**src/rtl/stdp_pkg.sv**
```systemverilog
// Shared types and helpers for the STDP update scheduler.
// FSM encoding, default widths and pair eligibility test.
package stdp_pkg;

  localparam int STDP_TS_W = 8;
  localparam int STDP_DT_W = STDP_TS_W + 1;

  typedef enum logic [2:0] {
    S_IDLE,
    S_SEL,
    S_SCAN,
    S_RD,
    S_WAIT,
    S_REQ,
    S_RSP,
    S_WR
  } state_e;

  // Pre jobs drop age 0 so a same-tick pair is handled once, as LTP.
  function automatic logic pair_eligible(
    input logic        vld,
    input int unsigned age,
    input int unsigned window,
    input logic        pre_job
  );
    return vld && (age <= window) && !(pre_job && (age == 0));
  endfunction

endpackage

```
**src/rtl/stdp_rr_arbiter.sv**
```systemverilog
// Round-robin arbiter: one-hot grant plus index.
// Pointer moves past the granted index on accept.
module stdp_rr_arbiter #(
  parameter int N  = 8,
  parameter int IW = (N > 1) ? $clog2(N) : 1
) (
  input  logic          clk,
  input  logic          rst,
  input  logic [N-1:0]  req,
  input  logic          accept,
  output logic [N-1:0]  gnt,
  output logic [IW-1:0] gnt_idx
);

  logic [IW-1:0] ptr_q, ptr_d;
  logic [IW:0]   idx;

  always_comb begin
    gnt     = '0;
    gnt_idx = '0;
    idx     = '0;
    // Descending walk: the request closest to the pointer wins last.
    for (int i = N - 1; i >= 0; i--) begin
      idx = {1'b0, ptr_q} + (IW + 1)'(i);
      if (idx >= (IW + 1)'(N)) idx = idx - (IW + 1)'(N);
      if (req[idx[IW-1:0]]) begin
        gnt              = '0;
        gnt[idx[IW-1:0]] = 1'b1;
        gnt_idx          = idx[IW-1:0];
      end
    end
    ptr_d = ptr_q;
    if (accept && |req) begin
      if (gnt_idx == IW'(N - 1)) ptr_d = '0;
      else ptr_d = gnt_idx + 1'b1;
    end
  end

  always_ff @(posedge clk or negedge rst) begin
    if (!rst) ptr_q <= '0;
    else ptr_q <= ptr_d;
  end

endmodule

```
**src/rtl/stdp_update_scheduler.sv**
```systemverilog
// Walks STDP pairs for pre/post spikes through one shared STDP unit.
// Read weight, issue delta, write result back; post jobs first.
module stdp_update_scheduler
  import stdp_pkg::*;
#(
  parameter int N_PRE  = 8,
  parameter int N_POST = 8,
  parameter int TS_W   = STDP_TS_W,
  parameter int DT_W   = STDP_DT_W,
  parameter int W_W    = 8,
  parameter int WINDOW = 31
) (
  input  logic                            clk,
  input  logic                            rst,
  input  logic                            kill,
  input  logic                            ts_tick,
  input  logic [N_PRE-1:0]                pre_spike,
  input  logic [N_POST-1:0]               post_spike,
  output logic                            wmem_rd_en,
  output logic                            wmem_wr_en,
  output logic [$clog2(N_PRE*N_POST)-1:0] wmem_addr,
  input  logic [W_W-1:0]                  wmem_rd_data,
  output logic [W_W-1:0]                  wmem_wr_data,
  output logic                            stdp_req_valid,
  input  logic                            stdp_req_ready,
  output logic [DT_W-1:0]                 stdp_delta,
  output logic [W_W-1:0]                  stdp_weight,
  input  logic                            stdp_rsp_valid,
  input  logic [W_W-1:0]                  stdp_new_weight,
  output logic                            busy,
  output logic                            overrun
);

  localparam int NMAX = (N_PRE > N_POST) ? N_PRE : N_POST;
  localparam int IW   = $clog2(NMAX);
  localparam int KW   = IW + 1;
  localparam int AW   = $clog2(N_PRE * N_POST);

  state_e            state_q, state_d;
  logic [TS_W-1:0]   t_now_q, t_now_d;
  logic [TS_W-1:0]   pre_ts_q  [N_PRE];
  logic [TS_W-1:0]   pre_ts_d  [N_PRE];
  logic [TS_W-1:0]   post_ts_q [N_POST];
  logic [TS_W-1:0]   post_ts_d [N_POST];
  logic [N_PRE-1:0]  pre_vld_q, pre_vld_d, pre_pend_q, pre_pend_d;
  logic [N_POST-1:0] post_vld_q, post_vld_d, post_pend_q, post_pend_d;
  logic              job_post_q, job_post_d;
  logic [IW-1:0]     job_idx_q, job_idx_d;
  logic [NMAX-1:0]   job_oh_q, job_oh_d;
  logic [KW-1:0]     k_q, k_d;
  logic [AW-1:0]     addr_q, addr_d;
  logic [DT_W-1:0]   delta_q, delta_d;
  logic [W_W-1:0]    w_q, w_d;
  logic              abort_q, abort_d;
  logic              overrun_q, overrun_d;

  logic              tick_ok, abort, job_done, more;
  logic              post_acc, pre_acc;
  logic [N_POST-1:0] post_gnt, post_mask;
  logic [N_PRE-1:0]  pre_gnt, pre_mask;
  logic [IW-1:0]     post_idx, pre_idx, pk, pre_i, post_i;
  logic              part_vld, elig;
  logic [TS_W-1:0]   part_ts, age;
  logic [KW-1:0]     n_part;
  logic [AW-1:0]     pair_addr;

  stdp_rr_arbiter #(.N(N_POST), .IW(IW)) u_post_arb (
    .clk(clk), .rst(rst), .req(post_pend_q), .accept(post_acc),
    .gnt(post_gnt), .gnt_idx(post_idx)
  );

  stdp_rr_arbiter #(.N(N_PRE), .IW(IW)) u_pre_arb (
    .clk(clk), .rst(rst), .req(pre_pend_q), .accept(pre_acc),
    .gnt(pre_gnt), .gnt_idx(pre_idx)
  );

  assign tick_ok   = ts_tick & ~kill;
  assign abort     = abort_q | kill;
  assign busy      = (state_q != S_IDLE) | (|pre_pend_q) | (|post_pend_q);
  assign post_mask = job_post_q ? N_POST'(job_oh_q) : '0;
  assign pre_mask  = job_post_q ? '0 : N_PRE'(job_oh_q);
  assign more      = |(post_pend_q & ~post_mask) | |(pre_pend_q & ~pre_mask);

  // Partner k of the current job and its timestamp age.
  assign pk        = k_q[IW-1:0];
  assign part_vld  = job_post_q ? pre_vld_q[pk] : post_vld_q[pk];
  assign part_ts   = job_post_q ? pre_ts_q[pk] : post_ts_q[pk];
  assign age       = t_now_q - part_ts;
  assign n_part    = job_post_q ? KW'(N_PRE) : KW'(N_POST);
  assign elig      = pair_eligible(part_vld, 32'(age), WINDOW, !job_post_q);
  assign pre_i     = job_post_q ? pk : job_idx_q;
  assign post_i    = job_post_q ? job_idx_q : pk;
  assign pair_addr = AW'(int'(pre_i) * N_POST + int'(post_i));

  always_comb begin
    state_d    = state_q;
    job_post_d = job_post_q;
    job_idx_d  = job_idx_q;
    job_oh_d   = job_oh_q;
    k_d        = k_q;
    addr_d     = addr_q;
    delta_d    = delta_q;
    w_d        = w_q;
    job_done   = 1'b0;
    post_acc   = 1'b0;
    pre_acc    = 1'b0;
    unique case (state_q)
      S_IDLE: if (busy && !kill) state_d = S_SEL;
      S_SEL: begin
        if (abort) state_d = S_IDLE;
        else if (|post_pend_q) begin
          post_acc   = 1'b1;
          job_post_d = 1'b1;
          job_idx_d  = post_idx;
          job_oh_d   = NMAX'(post_gnt);
          k_d        = '0;
          state_d    = S_SCAN;
        end else if (|pre_pend_q) begin
          pre_acc    = 1'b1;
          job_post_d = 1'b0;
          job_idx_d  = pre_idx;
          job_oh_d   = NMAX'(pre_gnt);
          k_d        = '0;
          state_d    = S_SCAN;
        end else state_d = S_IDLE;
      end
      S_SCAN: begin
        if (abort) state_d = S_IDLE;
        else if (k_q == n_part) begin
          job_done = 1'b1;
          state_d  = more ? S_SEL : S_IDLE;
        end else if (elig) begin
          addr_d  = pair_addr;
          delta_d = job_post_q ? DT_W'({1'b0, age}) : DT_W'(-{1'b0, age});
          state_d = S_RD;
        end else k_d = k_q + 1'b1;
      end
      S_RD: state_d = S_WAIT;
      S_WAIT: begin
        w_d     = wmem_rd_data;
        state_d = S_REQ;
      end
      S_REQ: if (stdp_req_ready) state_d = S_RSP;
      S_RSP: begin
        if (stdp_rsp_valid) begin
          w_d     = stdp_new_weight;
          state_d = S_WR;
        end
      end
      S_WR: begin
        k_d     = k_q + 1'b1;
        state_d = abort ? S_IDLE : S_SCAN;
      end
      default: state_d = S_IDLE;
    endcase
    abort_d = abort && (state_d != S_IDLE);
  end

  always_comb begin
    t_now_d     = t_now_q;
    pre_ts_d    = pre_ts_q;
    post_ts_d   = post_ts_q;
    pre_vld_d   = pre_vld_q;
    post_vld_d  = post_vld_q;
    pre_pend_d  = pre_pend_q;
    post_pend_d = post_pend_q;
    overrun_d   = overrun_q;
    if (job_done) begin
      pre_pend_d  = pre_pend_q & ~pre_mask;
      post_pend_d = post_pend_q & ~post_mask;
    end
    // A new spike on the finishing job re-arms it: set wins over clear.
    if (tick_ok) begin
      t_now_d   = t_now_q + 1'b1;
      overrun_d = overrun_q | busy;
      for (int i = 0; i < N_PRE; i++) begin
        if (pre_spike[i]) begin
          pre_ts_d[i]   = t_now_d;
          pre_vld_d[i]  = 1'b1;
          pre_pend_d[i] = 1'b1;
        end
      end
      for (int i = 0; i < N_POST; i++) begin
        if (post_spike[i]) begin
          post_ts_d[i]   = t_now_d;
          post_vld_d[i]  = 1'b1;
          post_pend_d[i] = 1'b1;
        end
      end
    end
    if (kill) begin
      pre_pend_d  = '0;
      post_pend_d = '0;
    end
  end

  always_ff @(posedge clk or negedge rst) begin
    if (!rst) begin
      state_q     <= S_IDLE;
      t_now_q     <= '0;
      pre_vld_q   <= '0;
      post_vld_q  <= '0;
      pre_pend_q  <= '0;
      post_pend_q <= '0;
      job_post_q  <= 1'b0;
      job_idx_q   <= '0;
      job_oh_q    <= '0;
      k_q         <= '0;
      addr_q      <= '0;
      delta_q     <= '0;
      w_q         <= '0;
      abort_q     <= 1'b0;
      overrun_q   <= 1'b0;
      for (int i = 0; i < N_PRE; i++) pre_ts_q[i] <= '0;
      for (int i = 0; i < N_POST; i++) post_ts_q[i] <= '0;
    end else begin
      state_q     <= state_d;
      t_now_q     <= t_now_d;
      pre_vld_q   <= pre_vld_d;
      post_vld_q  <= post_vld_d;
      pre_pend_q  <= pre_pend_d;
      post_pend_q <= post_pend_d;
      job_post_q  <= job_post_d;
      job_idx_q   <= job_idx_d;
      job_oh_q    <= job_oh_d;
      k_q         <= k_d;
      addr_q      <= addr_d;
      delta_q     <= delta_d;
      w_q         <= w_d;
      abort_q     <= abort_d;
      overrun_q   <= overrun_d;
      pre_ts_q    <= pre_ts_d;
      post_ts_q   <= post_ts_d;
    end
  end

  assign wmem_rd_en     = (state_q == S_RD);
  assign wmem_wr_en     = (state_q == S_WR);
  assign wmem_addr      = addr_q;
  assign wmem_wr_data   = w_q;
  assign stdp_req_valid = (state_q == S_REQ);
  assign stdp_delta     = delta_q;
  assign stdp_weight    = w_q;
  assign overrun        = overrun_q;

endmodule

```
**config.mk**
```make
export PLATFORM = sky130hd
export DESIGN_NAME = stdp_update_scheduler
export DESIGN_NICKNAME = d
export VERILOG_FILES = /design/src/rtl/stdp_pkg.sv /design/src/rtl/stdp_rr_arbiter.sv /design/src/rtl/stdp_update_scheduler.sv
export SDC_FILE = /design/constraint.sdc
export NUM_CORES = 1
export LEC_CHECK = 0
export ABC_CLOCK_PERIOD_IN_PS = 5970
export CAP_MARGIN = 20
export CORE_AREA = 3 3 200 202
export CTS_CLUSTER_SIZE = 40
export DETAILED_ROUTE_END_ITERATION = 7
export DIE_AREA = 0 0 203 205
export GPL_TIMING_DRIVEN = 1
export PLACE_DENSITY = 0.52
export SLEW_MARGIN = 10
export SYNTH_ARGS = -nofsm -noshare
export SYNTH_HDL_FRONTEND = slang
export SYNTH_SLANG_ARGS = --single-unit
```
**constraint.sdc**
```tcl
create_clock -name clk -period 5.97 [get_ports clk]
set_input_delay 1.791 -clock clk [delete_from_list [all_inputs] [get_ports clk]]
set_output_delay 1.791 -clock clk [all_outputs]
set_load 0.05 [all_outputs]
```
Yosys cells after proc, flatten, opt, wreduce, memory -nomap -nowiden
Cells that the tools add are included.
Widths: inputs -> output; s select.
Word-level totals
  register bits: 218
  output and inout bits: 36
Operators by class
  add/sub/neg operators: 37
  order comparisons: 51
  equal/unequal tests: 16
  multiplexer cells: 190
  bitwise logic cells: 14
  reduce and logical (&&, ||, !) cells: 57
Operators with widths (count)
  $mux 8: 32
  $mux 3: 44
  $lt 3x4->1 const B: 17
  $mux 1: 64
  $ge 4x4->1 const B: 15
  $bmux 1 s3: 18
  $bmux 8 s3: 2
  $demux 1 s3: 16
  $ge 3x1->1 const B: 16
  $sub 3x1->3 const B: 16
  $reduce_and 2->1: 17
  $add 3x3->4 const B: 8
  $reduce_or 8->1: 4
  $mux 4: 6
  $pmux 3 s8: 1
  $logic_and 1x1->1: 23
  $eq 3x3->1 const B: 6
  $add 3x2->4 const B: 4
  $and 8x8->8: 2
  $not 8->8: 2
  $pmux 8 s2: 1
  $pmux 4 s3: 1
  $ne 2x2->1 const B: 5
  $mux 9: 1
  other kinds (26): 44

Longest topological paths before layout
Gate-level depths: netlist of run 1.
  depth in word-level cells: 17
  mapped depth: 17

By module
Synthesis of run 1 repeated with hierarchy kept, for this count alone.
Second synthesis, totals
  cells, all modules: 1407
  area, all modules: 13785.7 um2
Modules (own cells, without submodules)
  stdp_update_scheduler: times used 1, cells each 921, area each 10013.4 um2, seq. area each 5305.1 um2
  stdp_rr_arbiter (u_post_arb): times used 1, cells each 258, area each 1990.7 um2, seq. area each 75.1 um2
  stdp_rr_arbiter (u_pre_arb): times used 1, cells each 228, area each 1781.7 um2, seq. area each 75.1 um2

Worst setup path after synthesis of run 1
No wires, ideal clock.
  kind: reg2reg
  start point: register k_q[0]
  end point: register k_q[3]
  library setup time: 78 ps
  arrival time: 4825 ps
  setup slack: 1067 ps
  stages on the path, launching flop included: 16
  buffers on the path: 3
  cell sequence: dfrtp_1 > buf_6 > buf_2 > buf_1 > mux4_2 > mux4_2 > ha_1 > inv_1 > fa_1 > inv_1 > ha_1 > nand2_1 > nor4_1 > a2111oi_4 > or4_1 > a21oi_1
On the way
  longest elaborated chain between the ends: 12
RTL lines
  start, declared: line stdp_update_scheduler.sv:50  | logic [KW-1:0] k_q, k_d;
  start signal, assigned: line stdp_update_scheduler.sv:226  | k_q <= k_d;
  parallel branches: the longest is 12 deep, another holds $sub 8x8->8
Several ways; the timed one is not identified. The select of a mux whose other input is x is not followed.
A chain may end at the register's enable or synchronous reset.

Final worst setup path of run 1
  start point: register post_pend_q[1]
  end point: output busy
On the way
  longest elaborated chain between the ends: 2
RTL lines
  start, declared: line stdp_update_scheduler.sv:46  | logic [N_POST-1:0] post_vld_q, post_vld_d, post_pend_q, post_pend_d;
  start signal, assigned: line stdp_update_scheduler.sv:222  | post_pend_q <= post_pend_d;
  $reduce_or 8->1: line stdp_update_scheduler.sv:79  | assign busy = (state_q != S_IDLE) | (|pre_pend_q) | (|post_pend_q);
  $or 1x1->1: line stdp_update_scheduler.sv:79
  end, declared: line stdp_update_scheduler.sv:30  | output logic busy,
No other way between the ends.

==> results.rst, run 1 <==
.. list-table::
   :header-rows: 1

   * - Metric
     - Value
   * - Post-Synth Simple-Gate Area
     - 0.153
   * - Final setup violation count
     - 0
   * - Core Rows
     - about 70
   * - Area occupied by registers
     - 5460 sq um
   * - Worst endpoint data arrival time
     - 3080 ps
   * - I/O pins
     - 74
   * - Max-cap violations
     - 0
   * - Global router's overall resource usage
     - 0.188
   * - Share of async-settable or async-resettable flops after synthesis
     - 1.00
   * - Top cell types by occurrence after synthesis
     - nand2_1, dfrtp_1, o21ai_0, clkbuf_1, a21oi_1
   * - Type of the worst min-delay path
     - reg -> reg
   * - Initial antenna violation count
     - 0
   * - Number of library cell types mapped by synthesis
     - 66
   * - Pin slew with the least headroom to its limit
     - around 1100 ps
   * - Outcome
     - completed
   * - Main synth FF type
     - dfrtp_1
   * - Post-cts resize count
     - 0
   * - Number of nets in the synthesized netlist
     - ~1500
   * - Wirelength, routed
     - 39.1 mm
   * - Dominant combinational cell family by area after synthesis
     - multiplexers
   * - Worst vdd ir
     - 0.000272 V
   * - Multi-input gate area in the final layout
     - approximately 7300 sq um
   * - Number of instances in the synthesized netlist
     - around 1400
   * - Max Root-Sink Buffers
     - 3
   * - Multiplexer area fraction after synthesis
     - 0.173
   * - Clock transition time at the flip-flop clock pins of the worst setup and hold paths
     - approximately 60 ps
   * - Yosys top cell area share
     - 0.408
   * - Via count
     - approximately 11000
   * - Non-filler cells, final
     - 1946
   * - Die Y
     - slightly above 200 um
   * - CTS tree
     - built
   * - Average detailed-routed wire length per instance
     - around 20 um
   * - Worst setup path category
     - reg -> out
   * - Number of slew-limit violations in the final report
     - 0
   * - Crit path largest cell delay
     - 750 ps
   * - Remaining global-route overflow
     - 0
   * - Post-synthesis compound-gate area fraction
     - 0.173
   * - Global placement routability congestion
     - 0.890
   * - Max-Slew Margin vs Limit
     - 0.300
   * - Slowest library cell on the worst path
     - clkdlybuf4s50_1
   * - Startpoint type of the worst setup path
     - flop
   * - Die outline width
     - 203 um
   * - Largest driver fanout on the critical path
     - 11
   * - Most numerous cell on the critical path
     - and2_1
   * - Leading cell types by total area after synthesis
     - dfrtp_1, mux4_2, nand2_1, o21ai_0, mux2_2
   * - Remaining DRCs
     - 0
   * - Final HPWL DP
     - 27.0 mm
   * - Sequential-to-total area share from yosys stat
     - 0.408
   * - Ratio of cells with drive above 1 in the final layout
     - 0.139
   * - Hold Fails Final Rpt
     - 0
   * - Flop and latch count out of synthesis
     - about 220
   * - # hold bufs at CTS
     - 0
   * - Maximum clock frequency
     - about 200 MHz
   * - Power density cells
     - between 500 and 600 nW/um^2
   * - Fill count
     - around 3900
   * - Crit share post-route
     - 0.816
   * - Antenna Violating Nets Remaining
     - 0
   * - First DRT Iteration DRCs
     - around 700
   * - Cell chosen for the clock root
     - clkbuf_16
   * - Final worst clock skew
     - 14.0 ps
   * - Number of post-CTS setup repair buffers
     - 0
   * - XOR/XNOR Fraction of Synth Area
     - 0.0183
   * - Leakage power summed over all cells
     - between 6 and 7 nW
   * - Placed Cells
     - 1897
   * - Number of buffers inserted during clock tree synthesis
     - 25
   * - Count of port buffers added during placement
     - between 70 and 80
   * - Total inserted antenna cells
     - 0
   * - Sink count of the clock tree
     - 218
   * - Type of element capturing the critical path
     - primary output
   * - Number of global-route vias before repair
     - around 11000
   * - Post-synthesis cell type with the largest combined area
     - dfrtp_1
   * - Per-instance average area after synthesis
     - around 9.6 sq um
   * - Avg Vias per Cell
     - about 5.5
   * - Final critical delay including setup and external delays
     - between 4000 and 5000 ps
   * - First-pass GRT wire length
     - ~63 mm
   * - Unrepaired setup endpoints after global routing
     - false
   * - Cells along the critical path
     - nor4_1 > and2_1 > and2_1 > nand3_1 > clkdlybuf4s50_1
   * - Synthesized-area fraction occupied by adder cells
     - 0.0295
   * - CTS H-Tree Depth
     - 1
   * - Setup total negative slack
     - 0 ps
   * - Core footprint
     - between 30000 and 40000 sq um
   * - Number of synthesized flops with an enable pin
     - 0
   * - Insertion delay to the later sink of the worst-skew pair
     - about 550 ps
   * - Die footprint
     - 41600 sq um
   * - Yosys warns
     - 0
   * - Initial Utilization
     - 0.348
   * - Maximum number of pins on one net before global-route repair
     - slightly below 100
   * - Detailed Routing Iterations Pass 1
     - 5
   * - Cell Area, Synth
     - 13400 sq um
   * - Most numerous cell in the Yosys netlist
     - nand2_1
   * - Worst EP required
     - between 4000 and 5000 ps
   * - Area grow syn2layout
     - 14.6%
   * - Fin nets
     - 1479
==> path summary, 6_finish.rpt <==
kind                                start            end  slack, ps  cells after the start
hold / removal               pre_vld_q[6]   pre_vld_q[6]        460                      1
setup reg to reg                   k_q[0]   wmem_addr[2]       1130                     12
min in group asynchronous             rst    job_oh_q[7]       1230                      1
max in group asynchronous             rst  post_ts_q[27]       3510                      2
hold reg to reg              pre_vld_q[6]   pre_vld_q[6]        460                      1
setup / recovery           post_pend_q[1]           busy       1100                      5
==> flip-flops by register name, indices dropped and copies added (netlist names), 6 cells and up <==
register	cells
pre_ts_q	64
t_now_q	8
post_vld_q	8
pre_pend_q	8
wmem_addr	6
job_oh_q	8
post_ts_q	64
post_pend_q	8
pre_vld_q	8
stdp_weight	8
stdp_delta	9
==> layout by cell type (no fill, tap or decap), drive strengths merged, types with 6 or more instances in the layout <==
cell type      count
nand2            263
dfrtp            218
o21ai            158
a21oi             73
mux4              72
clkdlybuf4s50     72
nor2              57
mux2              45
inv               40
clkbuf            38
ha                30
nand3             29
buf               27
nor3              25
nand2b            22
mux2i             19
xnor2             18
o211ai            16
nand4             13
nor2b             11
xor2              10
and2              10
o31ai             10
a211oi            10
o221ai            10
o22ai              9
a31oi              8
a21o               8
or2                7
o21a               7
nor4               6
==> logic make-up after synthesis <==
logic type | after synthesis
DFF | 218
muxes | 136
AOI/OAI and AO/OA | 372
xor gates and xnor gates | 28
adders and majority gates | 31
and+or+nand+nor | 462
buffers and inverters | 145
==> layer usage <==
layer	GRT usage	routed length (um)	up-vias
li1	-	-	5098
met5	0	0	-
met3	0.0232	1440	55
met2	0.308	18600	261
met1	0.269	18400	5374
met4	0.0389	688	0
==> metrics by stage <==
step                      worst slack [ps]  hold slack, ps  power, W  cell area [sq um]  utilization
after global routing                   763             480   0.00974              15300        0.399
after global placement                1150             440   0.00747              14500        0.376
after detailed placement              1090             448   0.00750              14500        0.377
after floorplan                       1070             429   0.00605              13400            -
final                                 1100             461   0.00903              15300        0.399
after CTS                             1070             464   0.00908              15300        0.398
==> worst max-delay path: cells and delay by family (launching register included) <==
kind / cells / cell delay (ps)
and+or+nand+nor: 4 / 1210
buffers and inverters: 1 / 750
DFF: 1 / 550
==> where the power goes <==
group | internal, W | switching, W
clock network | 0.000897 | 0.000636
registers | 0.00196 | 0.000537
logic | 0.00204 | 0.00296
==> area by class of cell <==
type	count	share of cell area
Multi-Input combinational cell	1029	0.478
Sequential cell	218	0.356
Timing Repair Buffer	99	0.0615
Clock buffer	38	0.0479
Tap cell	518	0.0423
Inverter	37	0.00906
Clock inverter	7	0.00539
No activity file was read; power rests on OpenSTA's default activity.
==> run 2, diff against run 1 <==
--- a/config.mk
+++ b/config.mk
@@ -5,7 +5,7 @@
 export SDC_FILE = /design/constraint.sdc
 export NUM_CORES = 1
 export LEC_CHECK = 0
-export ABC_CLOCK_PERIOD_IN_PS = 5970
+export ABC_CLOCK_PERIOD_IN_PS = 4500
 export CAP_MARGIN = 20
 export CORE_AREA = 3 3 200 202
 export CTS_CLUSTER_SIZE = 40
==> constraint.sdc (replaced) <==
create_clock -name clk -period 4.5 [get_ports clk]
set_input_delay 1.35 -clock clk [delete_from_list [all_inputs] [get_ports clk]]
set_output_delay 1.35 -clock clk [all_outputs]
set_load 0.05 [all_outputs]
==> results.rst, run 2 (synthesis gave the netlist of run 1 again) <==
.. list-table::
   :header-rows: 1

   * - Metric
     - Value
   * - Insertion delay to the later sink of the worst-skew pair
     - 570 ps (was 550 ps)
   * - Average detailed-routed wire length per instance
     - 20.6 um (was 20.1 um)
   * - Power density cells
     - 790 nW/um^2 (was 589 nW/um^2)
   * - Unrepaired setup endpoints after global routing
     - false (unchanged)
   * - Max Root-Sink Buffers
     - 3 (unchanged)
   * - Type of element capturing the critical path
     - primary output (unchanged)
   * - Commonest non-fill, non-tap cell in the layout
     - nand2_1 (unchanged)
   * - Clock transition time at the flip-flop clock pins of the worst setup and hold paths
     - 60 ps (about the same)
   * - Area grow syn2layout
     - 16.8% (was 14.6%)
   * - Setup total negative slack
     - 0 ps (unchanged)
   * - Pin slew with the least headroom to its limit
     - 1090 ps (was 1050 ps)
   * - Final HPWL DP
     - 29.2 mm (was 27.0 mm)
   * - Total power
     - 0.0123 W (was 0.00903 W)
   * - Setup slack, reg-to-reg
     - 210 ps (was 1130 ps)
   * - Top library cells by usage in the layout, fill and taps aside
     - nand2_1, dfrtp_1, o21ai_0, a21oi_1 (unchanged)
   * - Wirelength, routed
     - 40.8 mm (was 39.1 mm)
   * - Die Y
     - 205 um (unchanged)
   * - Post-placement cell area
     - 14700 sq um (was 14500 sq um)
   * - Worst EP required
     - 3150 ps (was 4180 ps)
   * - Max-Slew Margin vs Limit
     - 0.271 (was 0.300)
   * - Maximum number of pins on one net before global-route repair
     - 89 (was 98)
   * - Non-filler cells, final
     - 1976 (was 1946)
   * - Core Rows
     - 72 (unchanged)
   * - Die footprint
     - 41600 sq um (unchanged)
   * - First-pass GRT wire length
     - 64.5 mm (was 62.8 mm)
   * - WHS Path Cells
     - 1 (unchanged)
   * - Detailed Routing Iterations Pass 1
     - 5 (unchanged)
   * - Antenna Violating Nets Remaining
     - 0 (unchanged)
   * - Maximum clock frequency
     - 230 MHz
   * - Final setup violation count
     - 0 (unchanged)
   * - I/O pins
     - 74 (unchanged)
   * - Initial Utilization
     - 0.348 (unchanged)
   * - Number of cell instances on the worst register-to-register path
     - 14 (was 12)
   * - # hold bufs at CTS
     - 0 (unchanged)
   * - Number of slew-limit violations in the final report
     - 0 (unchanged)
   * - Die outline width
     - 203 um (unchanged)
   * - Initial antenna violation count
     - 0 (unchanged)
   * - Global placement routability congestion
     - 0.906 (was 0.890)
   * - Total inserted antenna cells
     - 0 (unchanged)
   * - First DRT Iteration DRCs
     - 767 (was 680)
   * - Cell chosen for the clock root
     - clkbuf_16 (unchanged)
   * - Crit share post-route
     - 0.966
   * - Placed Cells
     - 1927 (was 1897)
   * - Max-cap violations
     - 0 (unchanged)
   * - Number of global-route vias before repair
     - 10932 (was 10731)
   * - CTS tree
     - built (unchanged)
   * - Sink count of the clock tree
     - 218 (unchanged)
   * - Leakage power summed over all cells
     - 6.38 nW (was 6.22 nW)
   * - Number of post-CTS setup repair buffers
     - 0 (unchanged)
   * - Final critical delay including setup and external delays
     - approximately 4300 ps
   * - Global router's overall resource usage
     - 0.196 (was 0.188)
   * - Largest driver fanout on the critical path
     - 11 (unchanged)
   * - Number of buffers inserted during clock tree synthesis
     - 26 (was 25)
   * - Core footprint
     - 38500 sq um (unchanged)
   * - Final Core Density
     - 0.406 (was 0.399)
   * - Post-cts resize count
     - 0 (unchanged)
   * - Worst vdd ir
     - 0.000367 V (was 0.000272 V)
   * - Outcome
     - completed (unchanged)
   * - Ratio of cells with drive above 1 in the final layout
     - 0.159 (was 0.139)
   * - Avg Vias per Cell
     - 5.59 (was 5.54)
   * - Remaining global-route overflow
     - 0 (unchanged)
   * - Startpoint type of the worst setup path
     - flop (unchanged)
   * - Worst endpoint data arrival time
     - 3000 ps (was 3080 ps)
   * - Fin nets
     - 1508 (was 1479)
   * - Count of port buffers added during placement
     - 73 (unchanged)
   * - Via count
     - 11039 (was 10788)
   * - Worst setup path category
     - reg -> out (unchanged)
   * - Type of the worst min-delay path
     - reg -> reg (unchanged)
   * - Post-route standard cell area excluding fillers
     - 15600 sq um (was 15300 sq um)
   * - CTS H-Tree Depth
     - 1 (unchanged)
   * - Final worst clock skew
     - 28.3 ps (was 14.0 ps)
   * - Remaining DRCs
     - 0 (unchanged)
   * - Hold Fails Final Rpt
     - 0 (unchanged)
-- run 2: changes by cell type in the layout (fill, tap and decap cells not counted), sizes merged --
cell / change
clkbuf: -3
bufinv: +1
buf: +27
clkinvlp: +4
inv: -2
clkinv: +3
-- run 2: cell type report --
cell class / count / area, sq um
Multi-Input combinational cell: 1029 / 7330
Tap cell: 518 / 648
Inverter: 37 / 139
Fill cell: 3815 / 22800
Clock inverter: 13 / 160
Timing Repair Buffer: 127 / 1170
Clock buffer: 34 / 721
Sequential cell: 218 / 5460
-- run 2: worst max-delay path, stage by stage (launching register included) --
cell	delay, ps
dfrtp_1	540
nor4_1	370
and2_1	340
and2_1	240
nand3_1	200
clkdlybuf4s50_1	760
-- run 2: stage by stage --
step,setup WS [ps],hold slack [ps]
3_3_place_gp,337,439
5_1_grt,25.5,468
3_5_place_dp,251,444
6_report,153,462
4_1_cts,128,457
2_1_floorplan,43.3,429
-- run 2: routing by layer --
metal / vias up / wire length [um] / share of wire / global-route usage
met3: 81 / 1770 / 0.043 / 0.0226
met5: - / 0 / 0 / 0
met1: 5480 / 17800 / 0.44 / 0.264
met2: 323 / 20000 / 0.49 / 0.334
met4: 0 / 1230 / 0.030 / 0.0557
li1: 5155 / - / - / -
-- run 2: report_power, final --
part / total [W] / leakage, nW / switching [W] / internal [W]
clock network: 0.00214 / 0.420 / 0.000880 / 0.00126
registers: 0.00319 / 2.69 / 0.000585 / 0.00260
logic: 0.00702 / 3.27 / 0.00421 / 0.00281
total: 0.0123 / 6.38 / 0.00567 / 0.00667
-- run 2: final timing paths --
kind	startpoint	end
worst max register to register	k_q[1]	wmem_addr[2]
worst min register to register	post_vld_q[7]	post_vld_q[7]
worst min-delay path	post_vld_q[7]	post_vld_q[7]
max in group asynchronous	rst	state_q[2]
worst max-delay path	post_pend_q[7]	busy
min in group asynchronous	rst	pre_ts_q[28]
==> run 3, diff against run 2 <==
--- a/config.mk
+++ b/config.mk
@@ -12,6 +12,7 @@
 export DETAILED_ROUTE_END_ITERATION = 7
 export DIE_AREA = 0 0 203 205
 export GPL_TIMING_DRIVEN = 1
+export HOLD_SLACK_MARGIN = 0.06
 export PLACE_DENSITY = 0.52
 export SLEW_MARGIN = 10
 export SYNTH_ARGS = -nofsm -noshare
==> results of run 3 <==
Same layout as run 2: the final DEF is identical, and so are final timing and power.
